[config.mk]
export PLATFORM = sky130hd
export DESIGN_NAME = logic_frame_packer
export DESIGN_NICKNAME = d
export VERILOG_FILES = /design/src/rtl/logic_frame_packer_pkg.sv /design/src/rtl/logic_frame_packer_sync_fifo.sv /design/src/rtl/logic_frame_packer.sv
export SDC_FILE = /design/constraint.sdc
export NUM_CORES = 2
export LEC_CHECK = 0
export CORE_ASPECT_RATIO = 1.4
export CORE_UTILIZATION = 38
export DETAILED_ROUTE_END_ITERATION = 12
export PLACE_DENSITY = 0.57
export SLEW_MARGIN = 20
export SYNTH_ARGS = -nofsm -noshare
export SYNTH_HDL_FRONTEND = slang
export SYNTH_SLANG_ARGS = --single-unit
[constraint.sdc]
create_clock -name i_clk -period 5.2 [get_ports i_clk]
set_clock_uncertainty 0.05 [all_clocks]
set_input_delay 1.04 -clock i_clk [delete_from_list [all_inputs] [get_ports i_clk]]
set_output_delay 1.04 -clock i_clk [all_outputs]
set_load 0.1 [all_outputs]
[src/rtl/logic_frame_packer_pkg.sv]
// Shared types and defaults for the logic-analyzer frame packer.
// Holds the header byte defaults, the FSM state encoding and the frame-length helper.
package logic_frame_packer_pkg;

  localparam logic [7:0] HEAD0_DEFAULT = 8'h55;
  localparam logic [7:0] HEAD1_DEFAULT = 8'hAA;

  typedef enum logic [2:0] {
    ST_IDLE,
    ST_HEAD0,
    ST_HEAD1,
    ST_LEN,
    ST_DATA,
    ST_CHK
  } pack_state_t;

  // Frame length is the buffered byte count capped at the per-frame maximum.
  function automatic logic [7:0] frame_len(input logic [15:0] count, input logic [15:0] max_len);
    return (count >= max_len) ? max_len[7:0] : count[7:0];
  endfunction

endpackage

[src/rtl/logic_frame_packer_sync_fifo.sv]
// Single-clock show-ahead FIFO: the head entry is always visible on rd_data.
// Writes when full and reads when empty are ignored, so pointers never wrap onto live data.
module sync_fifo #(
  parameter int P_AW = 9,
  parameter int P_DW = 8
) (
  input  logic            clk,
  input  logic            rst,
  input  logic            wr_en,
  input  logic [P_DW-1:0] wr_data,
  input  logic            rd_en,
  output logic [P_DW-1:0] rd_data,
  output logic            full,
  output logic            empty,
  output logic [P_AW:0]   count
);

  localparam int DEPTH = 1 << P_AW;
  localparam logic [P_AW:0] FULL_CNT = {1'b1, {P_AW{1'b0}}};

  logic [P_DW-1:0] mem [DEPTH];
  logic [P_AW-1:0] wr_ptr;
  logic [P_AW-1:0] rd_ptr;
  logic            do_wr;
  logic            do_rd;

  assign full    = (count == FULL_CNT);
  assign empty   = (count == '0);
  assign do_wr   = wr_en & ~full;
  assign do_rd   = rd_en & ~empty;
  assign rd_data = mem[rd_ptr];

  always_ff @(posedge clk) begin
    if (do_wr) mem[wr_ptr] <= wr_data;
  end

  // A simultaneous write and read leaves the occupancy unchanged.
  always_ff @(posedge clk) begin
    if (rst) begin
      wr_ptr <= '0;
      rd_ptr <= '0;
      count  <= '0;
    end else begin
      if (do_wr) wr_ptr <= wr_ptr + 1'b1;
      if (do_rd) rd_ptr <= rd_ptr + 1'b1;
      case ({do_wr, do_rd})
        2'b10:   count <= count + 1'b1;
        2'b01:   count <= count - 1'b1;
        default: count <= count;
      endcase
    end
  end

endmodule

[src/rtl/logic_frame_packer.sv]
// Buffers captured sample bytes and sends them to the UART as framed packets:
// HEAD0, HEAD1, LEN, payload, CHK (mod-256 sum of LEN and payload).
module logic_frame_packer
  import logic_frame_packer_pkg::*;
#(
  parameter int         P_FIFO_AW = 9,
  parameter int         P_MAX_LEN = 255,
  parameter logic [7:0] P_HEAD0   = HEAD0_DEFAULT,
  parameter logic [7:0] P_HEAD1   = HEAD1_DEFAULT
) (
  input  logic       i_clk,
  input  logic       i_rst,
  input  logic [7:0] i_sam_data,
  input  logic       i_sam_data_vld,
  input  logic       i_sam_data_last,
  output logic       o_sam_ready,
  output logic [7:0] o_tx_data,
  output logic       o_tx_valid,
  input  logic       i_tx_ready,
  output logic       o_drop,
  output logic       o_frame_done
);

  pack_state_t        state;
  pack_state_t        state_next;
  logic               last_pending;
  logic               drop_flag;
  logic               frame_done_r;
  logic [7:0]         len_r;
  logic [7:0]         remain;
  logic [7:0]         chk_r;
  logic               fifo_full;
  logic               fifo_empty;
  logic               fifo_wr;
  logic               fifo_rd;
  logic [P_FIFO_AW:0] fifo_count;
  logic [7:0]         fifo_data;
  logic               sam_ready;
  logic               frame_start;
  logic               capture_done;
  logic               tx_valid;
  logic               tx_fire;
  logic [7:0]         tx_data;
  logic [7:0]         len_next;

  // Once the last sample of a capture is in, input is held off until that capture drains,
  // which keeps bytes of two captures out of one frame.
  assign sam_ready    = ~fifo_full & ~last_pending;
  assign fifo_wr      = i_sam_data_vld & sam_ready & ~i_rst;
  assign tx_fire      = tx_valid & i_tx_ready;
  assign fifo_rd      = tx_fire & (state == ST_DATA);
  assign len_next     = frame_len(16'(fifo_count), 16'(P_MAX_LEN));
  assign frame_start  = (16'(fifo_count) >= 16'(P_MAX_LEN)) | (last_pending & ~fifo_empty);
  assign capture_done = tx_fire & (state == ST_CHK) & last_pending & fifo_empty;

  assign o_sam_ready  = sam_ready & ~i_rst;
  assign o_tx_valid   = tx_valid & ~i_rst;
  assign o_tx_data    = i_rst ? 8'h00 : tx_data;
  assign o_drop       = drop_flag & ~i_rst;
  assign o_frame_done = frame_done_r & ~i_rst;

  sync_fifo #(
    .P_AW(P_FIFO_AW),
    .P_DW(8)
  ) u_fifo (
    .clk    (i_clk),
    .rst    (i_rst),
    .wr_en  (fifo_wr),
    .wr_data(i_sam_data),
    .rd_en  (fifo_rd),
    .rd_data(fifo_data),
    .full   (fifo_full),
    .empty  (fifo_empty),
    .count  (fifo_count)
  );

  always_ff @(posedge i_clk) begin
    if (i_rst) state <= ST_IDLE;
    else       state <= state_next;
  end

  always_comb begin
    state_next = state;
    case (state)
      ST_IDLE:  if (frame_start) state_next = ST_HEAD0;
      ST_HEAD0: if (i_tx_ready) state_next = ST_HEAD1;
      ST_HEAD1: if (i_tx_ready) state_next = ST_LEN;
      ST_LEN:   if (i_tx_ready) state_next = ST_DATA;
      ST_DATA:  if (i_tx_ready && remain == 8'd1) state_next = ST_CHK;
      ST_CHK:   if (i_tx_ready) state_next = ST_IDLE;
      default:  state_next = ST_IDLE;
    endcase
  end

  always_comb begin
    tx_valid = 1'b1;
    tx_data  = 8'h00;
    case (state)
      ST_HEAD0: tx_data = P_HEAD0;
      ST_HEAD1: tx_data = P_HEAD1;
      ST_LEN:   tx_data = len_r;
      ST_DATA:  tx_data = fifo_data;
      ST_CHK:   tx_data = chk_r;
      default:  tx_valid = 1'b0;
    endcase
  end

  // The checksum is seeded with LEN at frame start and accumulates each payload byte as it leaves.
  always_ff @(posedge i_clk) begin
    if (i_rst) begin
      last_pending <= 1'b0;
      drop_flag    <= 1'b0;
      frame_done_r <= 1'b0;
      len_r        <= 8'h00;
      remain       <= 8'h00;
      chk_r        <= 8'h00;
    end else begin
      frame_done_r <= capture_done;
      if (i_sam_data_vld && !sam_ready) drop_flag <= 1'b1;
      if (fifo_wr && i_sam_data_last) last_pending <= 1'b1;
      else if (capture_done)          last_pending <= 1'b0;
      case (state)
        ST_IDLE: begin
          if (frame_start) begin
            len_r  <= len_next;
            remain <= len_next;
            chk_r  <= len_next;
          end
        end
        ST_DATA: begin
          if (tx_fire) begin
            remain <= remain - 8'd1;
            chk_r  <= chk_r + fifo_data;
          end
        end
        default: ;
      endcase
    end
  end

endmodule

After elaboration in Yosys (flattened, before gate mapping)
Memory sizes are Yosys's and may differ from the RTL's. A register that Yosys moved wholly into a read port is not among the register bits.
Cells that the tools add are included.
{"block": "totals", "reg_bits": 58, "latch_bits": 0, "ram_bits": 4096, "rom_bits": 0, "inputBits": 13, "output_inout_bits": 12, "wordCells": 90, "n_memories": 1}
{"block": "op_classes", "n_addsub": 6, "mul": 0, "div": 0, "n_lt_le_gt_ge": 1, "n_eq_ne": 16, "shifts": 0, "muxes": 23, "n_bitwise": 20, "n_reduce_logical": 13}
{"memory": "u_fifo.mem", "depth": 512, "width": 8, "read_ports": 1, "rd_clocked_by_memory_dff": 1, "wr": 1, "line_no": "logic_frame_packer_sync_fifo.sv:21", "rtl": "logic [P_DW-1:0] mem [DEPTH];"}
{"op": "$mux 8", "count": 5}
{"op": "$pmux 8 s5", "count": 1}
{"op": "$pmux 8 s2", "count": 2}
{"op": "$pmux 10 s2", "count": 1}
{"op": "$add 9x1->9 const B", "count": 2}
{"op": "$mux 3", "count": 6}
{"op": "$mux 9", "count": 2}
{"op": "$pmux 3 s6", "count": 1}
{"op": "$and 1x1->1", "count": 15}
{"op": "$ne 2x2->1 const B", "count": 6}
{"op": "$add 10x1->10 const B", "count": 1}
{"op": "$eq 10x10->1 const B", "count": 1}
{"op": "$ge 10x8->1 const B", "count": 1}
{"op": "$logic_not 10->1", "count": 1}
{"op": "$sub 10x1->10 const B", "count": 1}
{"op": "$add 8x8->8", "count": 1}
{"op": "$eq 8x1->1 const B", "count": 1}
{"op": "$sub 8x1->8 const B", "count": 1}
{"op": "$eq 3x2->1 const B", "count": 2}
{"op": "$eq 3x3->1 const B", "count": 2}
{"op": "$reduce_and 6->1", "count": 1}
{"op": "$reduce_bool 2->1", "count": 3}
{"op": "$mux 1", "count": 5}
{"op": "$reduce_or 5->1", "count": 1}
{"op": "other kinds (11)", "count": 16}

Depth between registers and ports, before layout
{"block": "depth", "ltp_word": 9, "mapped_depth": 22}

Hierarchy
Synthesis repeated with hierarchy kept, for this count alone.
{"block": "hier_totals", "cells_unflattened": 8505, "area_unflattened_um2": 164992.0}
{"module": "sync_fifo", "instances": 1, "cells_per_inst": 8225, "area_each_um2": 162913.7, "seq_area_each_um2": 123738.7}
{"module": "logic_frame_packer", "instances": 1, "cells_per_inst": 280, "area_each_um2": 2078.2, "seq_area_each_um2": 600.6}

Worst setup path after synthesis
No wires, ideal clock.
{"block": "synth_path", "path_type": "flip-flop to output port", "start": "reg (tool-made name)", "end": "out o_tx_data[7]", "arrival_time_ns": 5.958, "t_required_ns": 4.110, "path_slack_ns": -1.848, "path_stages_with_launch": 15, "cell_sequence": "dfxtp_1 > buf_6 > buf_8 > buf_6 > buf_6 > buf_4 > mux2i_1 > a221oi_1 > o21ai_0 > a22oi_1 > nor3_1 > a2111oi_0 > nor3_1 > o211a_1 > a2111oi_1"}
{"element": "end: declaration", "line_no": "logic_frame_packer.sv:17", "rtl": "output logic [7:0] o_tx_data,"}

==> impl_metrics.sql <==
INSERT INTO impl_metrics (metric_group, metric, value, unit) VALUES
('status', 'status', 'finished with violations', ''),
('status', 'failed_checks', 'setup timing', ''),
('power', 'total_power', '65370', 'uW'),
('setup_path', 'worst_path_dominant_cell_family', 'multiplexers', ''),
('timing', 'fin_ws', '-1.268', 'ns'),
('timing', 'setup_violations', '11', ''),
('worst_hold_path', 'min_delay_path_depth', '1', ''),
('yosys', 'synth_simple_gate_area_share', '2.155', '%'),
('clock_network', 'clock_latency', '0.94', 'ns'),
('timing', 'worst-slew-pin-transition', '1.280', 'ns'),
('power', 'power_leakage', '0.05756', 'uW'),
('place', 'dp.final_hpwl', '277300', 'um'),
('grt', 'grt_start_max_net_pins', '128', ''),
('yosys', 'synth_top_area_cell', 'edfxtp_1', ''),
('setup_path', 'slowest_stage', 'mux4_2', ''),
('yosys', 'synth_compound_gate_area_share', '1.237', '%'),
('yosys', 'post_synth_fa_ha_maj_area_fraction', '0.1359', '%'),
('clock_network', 'number_of_buffers_between_clock_root_and_the_deepest_sink', '4', ''),
('final_layout', 'areaGrowthSynthToFinish', '16.79', '%'),
('final_layout', 'fillCellCount', '35490', ''),
('yosys', 'synth-seq-cells', '4163', ''),
('setup_path', 'setup.worst_path.start_class', 'flop', ''),
('clock_network', 'root_buffer', 'clkbuf_16', ''),
('setup_path', 'cell_chain_critical_path', 'buf_12 > buf_12 > buf_4 > mux4_2 > mux4_2 > mux4_2 > and2_4 > a211oi_2 > buf_4 > a21oi_1 > nor2_1 > a31oi_1 > buf_4 > a222oi_1 > nor2_1 > buf_12', ''),
('setup_path', 'r2r.worst_path.cells', '22', ''),
('floorplan', 'fp-row-count', '283', ''),
('clock_network', 'worst_setup_hold_path_clk_slew', '0.06', 'ns'),
('setup_path', 'critical_path_peak_fanout', '9', ''),
('grt', 'globalRouteOverflowTotal', '0', ''),
('final_layout', 'post-route-util', '44.61', '%'),
('floorplan', 'initial_utilization', '38.20', '%'),
('yosys', 'seq_area_frac_synth', '76.73', '%'),
('yosys', 'cell_types_occupying_the_most_area_after_synthesis', 'edfxtp_1, mux4_2, nor2_1', ''),
('place', 'dpl-instance-area', '176300', 'um2'),
('drt', 'vias', '77740', ''),
('timing', 'setup-tns-final', '-10.01', 'ns'),
('drt', 'drc_errors', '0', ''),
('drt', 'detailedRoute.firstPassIterationCount', '7', ''),
('run', 'maxCapViolCount', '0', ''),
('timing', 'fin_crit_sh', '124.4', '%'),
('grt', 'grt_pass1_wl', '615700', 'um'),
('setup_path', 'timing.critical_path.arrival', '5.38', 'ns'),
('yosys', 'async_flop_share', '0', '%'),
('setup_path', 'required', '4.11', 'ns'),
('timing', 'fmax', '154.6', 'MHz'),
('yosys', 'synth_top_area_share', '75.90', '%'),
('drt', 'drt_iter0_drc', '7589', ''),
('floorplan', 'fp.dieArea', '429100', 'um2'),
('timing', 'final_period_minus_worst_setup_slack', '6.468', 'ns'),
('yosys', 'dominant_combinational_cell_family_by_area_after_synthesis', 'multiplexers', ''),
('setup_path', 'cp.buffers_inverters', '6', ''),
('place', 'buffers_added_on_ports', '24', ''),
('drt', 'vias_per_cell', '5.545', ''),
('grt', 'grt_pass1_vias', '81680', ''),
('timing', 'hold_viol_final', '0', ''),
('yosys', 'synthesis.nets', '7223', ''),
('final_layout', 'finish.net_count', '8183', ''),
('timing', 'maxSlewViolCount', '0', ''),
('floorplan', 'die_width', '553.9', 'um'),
('yosys', 'synth_area_in_xor_xnor', '0.1675', '%'),
('final_layout', 'drive_above_1_share', '34.43', '%'),
('drt', 'number_of_routed_nets_with_antenna_violations', '0', ''),
('power', 'p_per_area', '345.4', 'nW/um2'),
('final_layout', 'finish.instance_area', '189200', 'um2'),
('yosys', 'synth.area.mux_share', '18.19', '%'),
('drt', 'wl_per_cell', '30.72', 'um'),
('power', 'vdd_drop_max', '0.2786', 'mV'),
('clock_network', 'numCtsBuffers', '382', ''),
('place', 'gp_congestion', '0.8354', ''),
('yosys', 'synth_edf_count', '4096', ''),
('setup_path', 'timing_worst_setup_path_type', 'reg2out', '');
[cells by family after synthesis]
family,after synthesis
xor+xnor,31
buf+inv,477
fa+ha+maj,17
simple gates,841
compound gates,297
mux,1367
flops,4163
[flip-flops by register name, summed over array words and instances (netlist names), named ones only]
name           cells
len_r              8
state              3
remain             8
drop_flag          1
u_fifo.rd_ptr      9
frame_done_r       1
u_fifo.mem      4096
u_fifo.count      10
chk_r              8
u_fifo.wr_ptr      9
last_pending       1
[synthesized netlist by cell type (14+ instances only)]
library cell	n
nor2_1	609
mux2i_1	88
a221oi_1	19
nand2_1	96
mux2_2	19
buf_6	25
mux4_2	1260
buf_4	32
edfxtp_1	4096
nand3_1	14
inv_1	25
a211oi_1	35
nor2b_1	33
o221ai_1	15
dfxtp_1	67
buf_2	111
xor2_1	21
buf_1	34
clkbuf_1	248
a21oi_1	66
a22oi_1	23
ha_1	16
o21ai_0	58
and2_1	17
nor3_1	16
[repair_timing]
item	in CTS	in global routing
pin swaps	8	8
hold buffers	0	0
endpoints found under the setup margin	15	12
buffers inserted	25	8
resized for setup	61	22
cloned	8	1
[area by class of cell]
cell class / count / area, um2 / area share (%)
clock inverter: 228 / 1961 / 1.036
timing repair buffer: 1027 / 10020 / 5.292
inverter: 26 / 97.59 / 0.05157
antenna: 4 / 10.01 / 0.005289
tap: 5557 / 6953 / 3.674
sequential: 4163 / 124400 / 65.72
clock buffer: 461 / 10030 / 5.298
multi-input combinational: 2553 / 35820 / 18.93
[cell usage in the layout (no fill, tap or decap), types with 19 or more instances in the layout]
master,Yosys,final
clkinvlp_4,0,23
bufinv_16,0,28
a221oi_1,19,19
o21ai_0,58,58
buf_12,0,131
mux2i_1,88,86
buf_16,0,19
nor2_1,609,605
mux4_2,1260,1260
mux2_2,19,19
edfxtp_1,4096,4096
nand2_1,96,79
inv_1,25,25
a21oi_1,66,63
a211oi_1,35,28
buf_4,32,841
clkbuf_16,0,391
clkinv_2,0,70
xor2_1,21,21
dfxtp_1,67,60
clkbuf_1,248,71
nor2b_1,33,29
clkinv_1,1,85
[metal layers]
metal  global-route usage (%)  share of wire [%]
met5                        0             0.0028
met4                    6.858                3.7
met3                    2.441                5.3
met2                    35.60                 53
met1                    24.90                 38
[worst paths after layout]
check / slack (ns) / endpoint / start
worst max-delay path: -1.27 / o_tx_data[1] / flop
worst min-delay path: 0.41 / len_r[7] / len_r[7]
worst max register to register: -0.47 / chk_r[7] / flop
worst min register to register: 0.41 / len_r[7] / len_r[7]
[where the power goes]
part           switching (uW)  leakage (uW)  internal, uW
clock                   12300       0.00582         15200
sequential               26.7        0.0373         36800
combinational             807        0.0144           194
total                   13200        0.0576         52200
[worst reg2reg max path, stage by stage (launching register included)]
cell	delay [ns]
dfxtp_4	0.36
buf_12	0.18
buf_12	0.23
buf_4	0.14
mux4_2	0.49
mux4_2	0.56
mux4_2	0.62
and2_4	0.22
a211oi_2	0.20
buf_4	0.20
a21oi_1	0.06
nor2_1	0.09
a31oi_1	0.13
ha_1	0.42
a21o_1	0.14
a21oi_2	0.07
o21bai_1	0.14
a21oi_1	0.11
o21bai_1	0.13
a21oi_1	0.10
or4_1	0.43
and2_1	0.20
o221a_2	0.26
[through the flow]
step / instances / setup slack (ns)
floorplan: 7193 / 0.08798
global placement: 13280 / -1.210
detailed placement: 13280 / -1.014
CTS: 14010 / -1.295
global route: 14020 / -1.347
finish: 14020 / -1.268
(Power assumes the default switching activity.)
